`config.mk`:
```
export PLATFORM = sky130hd
export DESIGN_NAME = adder_seq_ctrl
export DESIGN_NICKNAME = d
export VERILOG_FILES = /design/src/rtl/adder_seq_ctrl.sv
export SDC_FILE = /design/constraint.sdc
export NUM_CORES = 1
export LEC_CHECK = 0
export BUFFER_PORTS_ARGS = -buffer_cell sky130_fd_sc_hd__buf_2
export CORE_ASPECT_RATIO = 0.5
export CORE_UTILIZATION = 30
export DETAILED_ROUTE_END_ITERATION = 7
export HOLD_SLACK_MARGIN = 0.12
export PLACE_DENSITY = 0.5
export SYNTH_ARGS = -nofsm -noshare
export SYNTH_HDL_FRONTEND = slang
export SYNTH_SLANG_ARGS = --single-unit
```
`constraint.sdc`:
```
create_clock -name clk -period 4.8 [get_ports clk]
set_input_delay 0.72 -clock clk [delete_from_list [all_inputs] [get_ports clk]]
set_output_delay 0.72 -clock clk [all_outputs]
set_load 0.03 [all_outputs]
```
`src/rtl/adder_seq_ctrl.sv`:
```
`default_nettype none
// ==========================================================================
// adder_seq_ctrl : WIDTH-bit add sequenced 4 bits per cycle through a shared
//                  external 4-bit adder.                       Revision: 1.0
// ==========================================================================
module adder_seq_ctrl #(
  parameter int WIDTH = 16
) (
  input  logic             clk,
  input  logic             rst_n,
  input  logic             req_valid,
  output logic             req_ready,
  input  logic [WIDTH-1:0] req_a,
  input  logic [WIDTH-1:0] req_b,
  input  logic             req_ci,
  output logic             rsp_valid,
  input  logic             rsp_ready,
  output logic [WIDTH-1:0] rsp_sum,
  output logic             rsp_co,
  output logic [7:0]       op_count,
  output logic [3:0]       add_a,
  output logic [3:0]       add_b,
  output logic             add_ci,
  input  logic [3:0]       add_sum,
  input  logic             add_co
);

  localparam int NSLICE = WIDTH / 4;
  localparam int IDXW   = (NSLICE > 1) ? $clog2(NSLICE) : 1;
  localparam logic [IDXW-1:0] LAST_IDX = IDXW'(NSLICE - 1);

  typedef enum logic [1:0] {
    IDLE = 2'd0,
    RUN  = 2'd1,
    DONE = 2'd2
  } state_t;

  state_t           state_q, state_d;
  logic [IDXW-1:0]  idx_q, idx_d;
  logic [WIDTH-1:0] a_q, a_d, b_q, b_d, sum_q, sum_d;
  logic [WIDTH-1:0] rsp_sum_q, rsp_sum_d;
  logic             carry_q, carry_d, rsp_co_q, rsp_co_d;
  logic [7:0]       op_count_q, op_count_d;

  always_ff @(posedge clk or negedge rst_n) begin
    if (!rst_n) begin
      state_q    <= IDLE;
      idx_q      <= '0;
      a_q        <= '0;
      b_q        <= '0;
      sum_q      <= '0;
      carry_q    <= 1'b0;
      rsp_sum_q  <= '0;
      rsp_co_q   <= 1'b0;
      op_count_q <= '0;
    end else begin
      state_q    <= state_d;
      idx_q      <= idx_d;
      a_q        <= a_d;
      b_q        <= b_d;
      sum_q      <= sum_d;
      carry_q    <= carry_d;
      rsp_sum_q  <= rsp_sum_d;
      rsp_co_q   <= rsp_co_d;
      op_count_q <= op_count_d;
    end
  end

  always_comb begin
    state_d    = state_q;
    idx_d      = idx_q;
    a_d        = a_q;
    b_d        = b_q;
    sum_d      = sum_q;
    carry_d    = carry_q;
    rsp_sum_d  = rsp_sum_q;
    rsp_co_d   = rsp_co_q;
    op_count_d = op_count_q;
    add_a      = 4'h0;
    add_b      = 4'h0;
    add_ci     = 1'b0;
    case (state_q)
      IDLE: begin
        if (req_valid) begin
          a_d     = req_a;
          b_d     = req_b;
          carry_d = req_ci;
          idx_d   = '0;
          state_d = RUN;
        end
      end
      RUN: begin
        add_ci  = carry_q;
        carry_d = add_co;
        for (int i = 0; i < NSLICE; i++) begin
          if (idx_q == i[IDXW-1:0]) begin
            add_a             = a_q[4*i +: 4];
            add_b             = b_q[4*i +: 4];
            sum_d[4*i +: 4]   = add_sum;
          end
        end
        // Response registers are separate so the result holds through the next op.
        if (idx_q == LAST_IDX) begin
          rsp_sum_d = sum_d;
          rsp_co_d  = add_co;
          state_d   = DONE;
        end else begin
          idx_d = idx_q + IDXW'(1);
        end
      end
      DONE: begin
        if (rsp_ready) begin
          op_count_d = op_count_q + 8'd1;
          state_d    = IDLE;
        end
      end
      default: state_d = IDLE;
    endcase
  end

  assign req_ready = (state_q == IDLE);
  assign rsp_valid = (state_q == DONE);
  assign rsp_sum   = rsp_sum_q;
  assign rsp_co    = rsp_co_q;
  assign op_count  = op_count_q;

endmodule
`default_nettype wire

```
* After elaboration in Yosys (flattened, before gate mapping) *
Cells that the tools add are included.

cells by class
  add/sub/neg operators = 2
  $mul = 0
  divide/modulo/power cells = 0
  $lt $le $gt $ge = 0
  equal/unequal tests = 9
  shift operators = 0
  muxes and demuxes = 24
  bitwise logic cells = 0
  reduce and logical (&&, ||, !) cells = 9

operators by type and width
  operator             count
  $mux 4               14
  $mux 2               5
  $add 8x1->8 const B  1
  $reduce_and 2->1     4
  $eq 2x2->1 const B   3
  $ne 2x2->1 const B   3
  $pmux 2 s3           1
  $reduce_and 3->1     2
  $eq 2x1->1 const B   2
  $logic_not 2->1      2
  $pmux 2 s2           1
  $add 2x1->2 const B  1
  $mux 1               2
  $ne 2x1->1 const B   1
  $pmux 1 s2           1
  $reduce_bool 2->1    1

storage, ports and cells
  register bits = 78
  latch bits = 0
  bits in writable memories = 0
  memory bits (read-only) = 0
  input port bits = 42
  output and inout bits = 36
  word-level logic and storage cells = 53
  memories kept = 0

* Depth between registers and ports, before layout *
  depth after elaboration = 6
  depth in mapped cells = 6

* Least setup slack after synthesis *
Ideal clock, no wire load.

  kind = register to output
  start point = register idx_q[0]
  end point = output add_a[2]
  data arrival time = 1.739 ns
  data required time = 4.080 ns
  setup slack = 2.341 ns
  cell stages (with the launch flop) = 6
  path through = dfrtp_1 -> ha_1 -> buf_2 -> clkbuf_1 -> a221o_1 -> a21oi_1

on the way
  longest elaborated chain between the ends = 6
  elaborated cells on any way between the ends = 9
  those cells by class = 3 x eq/ne; 5 x mux; 1 x reduce/logical

RTL lines
  item                      RTL line  text
  start: declaration        39        logic [IDXW-1:0] idx_q, idx_d;
  start signal: assignment  58        idx_q <= idx_d;
  $logic_not 2->1           96        if (idx_q == i[IDXW-1:0]) begin
  $mux 4 (3 in series)      96
  $mux 4 *                  96
  $mux 4 *                  82        case (state_q)
  end: declaration          21        output logic [3:0] add_a,

Mark *: on every way between the ends. The rest lies on a longest branch, timed or not.

* Worst setup path in the final report *
  start point = register idx_q[0]
  end point = output add_a[0]

Same word-level chain as after synthesis.

==> metrics <==
final setup violating endpoints 0; detailed-route via count 2292; H-tree lvl count 3; start-to-end type of the worst setup path reg2out; share of post-route cells with drive strength above 1 0.396; post-CTS resize count 0; start of the worst register-to-register path idx_q[0]; area added between synthesis and finish 21.6%; net total in the final layout 398; post-synthesis area per instance 12.4 sq um; overall overflow remaining after global route 0; count of cells along the worst hold path 2; register bit count reported by yosys 74; initial antenna violation count 0; count of mapped cells out of synthesis 277; XOR/XNOR share of the synthesized area 0.0179; time the final worst path needs with I/O delays and setup 3.17 ns; sequential share of power 0.352; Tightest Pin Transition 0.948 ns; sort of element at the end of the critical path primary output; number of hold buffers added after cts 0; Final Max Slew Viols 0; Leakage 2.04 nW; RSZ-0062 raised after global routing no; clock insertion delay at the later pin of the skew report 0.33 ns; maxcap violations 0; Die X-Extent 153 um; logic depth of the worst register-to-register path 3; beginning of the worst hold path rsp_sum[3]; drt initial violations 80; number of hold violations in the final report 0; HP Class reg2reg; Final GP Congestion 0.718; wire length of the first global-routing pass 12500 um; arrival time at the worst endpoint 2.45 ns; Chip Height 77.5 um; synth warn 0; number of diodes added for antenna fixing 0; register-to-register setup slack 2.74 ns; combinational family with the most area after synthesis multiplexers; pin count of the biggest net entering global routing 75; count of standard-cell rows 27; Period Utilization, post-route 0.661; largest vdd supply drop 183 uV; IO Count 78; simple-gate share of the synthesized area 0.106; clock tree from TritonCTS yes; number of port buffers 77; Crit path required time 4.08 ns; Clock Path Buffers 2; worst-path fanout max 21; combinational share of power 0.453; placed wire-length estimate after detailed placement 5140 um; number of CTS-inserted buffers 9; Cell Area, Synth 3420 sq um; Wirelength per Cell 15.0 um; dpl cells 485; multiplexer area fraction after synthesis 0.189; total nets after synthesis 324; Clock Pin Slew Worst Setup and Hold Paths 0.06 ns; Clk network pwr share 0.195; compound-cell area share of the yosys netlist 0.0852; Std-Cell Core Area 11000 sq um; DR DRC count 0; Post-CTS Setup Bufs 0; number of distinct library cells after synthesis 33; GRT Total Usage 0.134; terminus of the critical flop-to-flop path rsp_sum[15]; final total negative setup slack 0 ns; wire length reported by the detailed router 7510 um; number of sinks on the clock net 74; maximum achievable frequency 0.315 GHz; effective utilization at floorplan 0.310; Slew HR 0.368; WHS Endpoint rsp_sum[3]; number of search-and-repair iterations in the first detailed-routing pass 4; startpoint type of the worst setup path flip-flop; power per cell area 743 nW/um^2; post-route clock skew 0.00481 ns; share of synthesized area occupied by flip-flops and latches 0.541; number of global-route vias before repair 2466; number of standard cells in the layout, taps in and fillers out 501; area of the die 11900 sq um; cell at the root of the clock tree sky130_fd_sc_hd__clkbuf_16; result of the run completed; per-cell via count in the routed design 4.57; DRT antenna net count 0; net switching power 0.00122 W; sw frac 0.395; adder-cell share of the synthesized area 0.0183; Internal Pwr Total 0.00187 W
[logic make-up after synthesis]
family,after synthesis
adder cells (fa/ha/maj),5
XOR/XNOR,7
multiplexers,55
AO/OA/AOI/OAI,49
flip-flops,74
AND/OR/NAND/NOR,61
buffers and inverters,26
[cells in the mapped netlist, drive strengths merged]
cell type   n  area [sq um]
o2bb2ai     1          8.76
ha          5          62.6
inv        11          41.3
nand2      35           154
and2b       1          10.0
or3         1          6.26
mux2i      13           130
and3        1          6.26
nand2b      2          12.5
xnor2       1          8.76
xor2        6          52.6
nor3b       1          18.8
a221o       8          80.1
mux2       42           518
nor4        1          12.5
nor3        2          10.0
nand3b     10           100
and2        1          6.26
nand3       2          10.0
clkbuf      4          18.8
buf        11          85.1
dfrtp      74          1850
o21bai      1          7.51
a21oi      16          80.1
nor2        4          15.0
o21ai      23           115
[area by class of cell]
cell class / count / area [sq um]
clock buffer: 13 / 250
clock inverter: 3 / 15.0
fill: 1076 / 6890
inverter: 11 / 41.3
multi-input combinational: 177 / 1430
sequential: 74 / 1850
tap: 145 / 181
timing repair buffer: 78 / 395
[worst max-delay path: stages (launching register included)]
cell,delay (ns)
sky130_fd_sc_hd__dfrtp_1,0.41
sky130_fd_sc_hd__inv_1,0.11
sky130_fd_sc_hd__ha_1,0.78
sky130_fd_sc_hd__a21oi_1,0.09
sky130_fd_sc_hd__a221o_1,0.37
sky130_fd_sc_hd__a21oi_1,0.14
sky130_fd_sc_hd__buf_2,0.22
[per-stage QoR]
step | area (sq um) | total power, W | hold slack, ns | utilization | setup slack, ns
CTS | 4160 | 0.00313 | 0.476 | 0.377 | 1.62
floorplan | 3420 | 0.00217 | 0.424 | - | 2.34
finish | 4160 | 0.00309 | 0.472 | 0.377 | 1.63
global route | 4160 | 0.00330 | 0.499 | 0.377 | 1.43
global placement | 3890 | 0.00247 | 0.462 | 0.353 | 2.05
detailed placement | 3890 | 0.00251 | 0.465 | 0.353 | 1.99
[layer usage]
layer  vias up  track usage  routed length [um]
met2        45        0.217                3570
met4         0       0.0576                 177
met3        16       0.0419                 312
met5         -            0                   0
li1       1109            -                   -
met1      1122        0.165                3460
[registers in the layout (all words and copies together), names as in the netlist]
name and cells:
a_q 16, b_q 16, carry_q 1, idx_q 2
op_count 8, rsp_co 1, rsp_sum 16, state_q 2
sum_q 12
[power by group through the flow]
| stage | clock (W) | combinational, W | sequential [W] |
|---|---|---|---|
| 2_1_floorplan | 0 | 0.000957 | 0.00121 |
| 3_3_place_gp | 0 | 0.00139 | 0.00108 |
| 3_5_place_dp | 0 | 0.00142 | 0.00110 |
| 4_1_cts | 0.000619 | 0.00142 | 0.00109 |
| 5_1_grt | 0.000651 | 0.00152 | 0.00113 |
| 6_report | 0.000604 | 0.00140 | 0.00109 |
[how the worst max path moves through the flow]
stage,from,endpoint,slack (ns),cells after the start
after floorplan,idx_q[0],add_a[2],2.34,5
after global placement,idx_q[1],add_b[3],2.05,6
after detailed placement,idx_q[0],add_a[0],1.99,6
after CTS,idx_q[0],add_a[0],1.62,6
after global routing,idx_q[0],add_a[2],1.43,6
final,idx_q[0],add_a[0],1.63,6
[placed cells by master, fill, tap and decap left out, types with 9 or more instances in the layout]
| master | instances |
|---|---|
| sky130_fd_sc_hd__o21ai_0 | 22 |
| sky130_fd_sc_hd__inv_1 | 11 |
| sky130_fd_sc_hd__mux2i_1 | 13 |
| sky130_fd_sc_hd__buf_2 | 76 |
| sky130_fd_sc_hd__mux2_4 | 12 |
| sky130_fd_sc_hd__dfrtp_1 | 74 |
| sky130_fd_sc_hd__mux2_2 | 30 |
| sky130_fd_sc_hd__a21oi_1 | 16 |
| sky130_fd_sc_hd__clkbuf_16 | 9 |
| sky130_fd_sc_hd__nand2_1 | 32 |
Note: power is estimated with default switching activity, not from simulation.
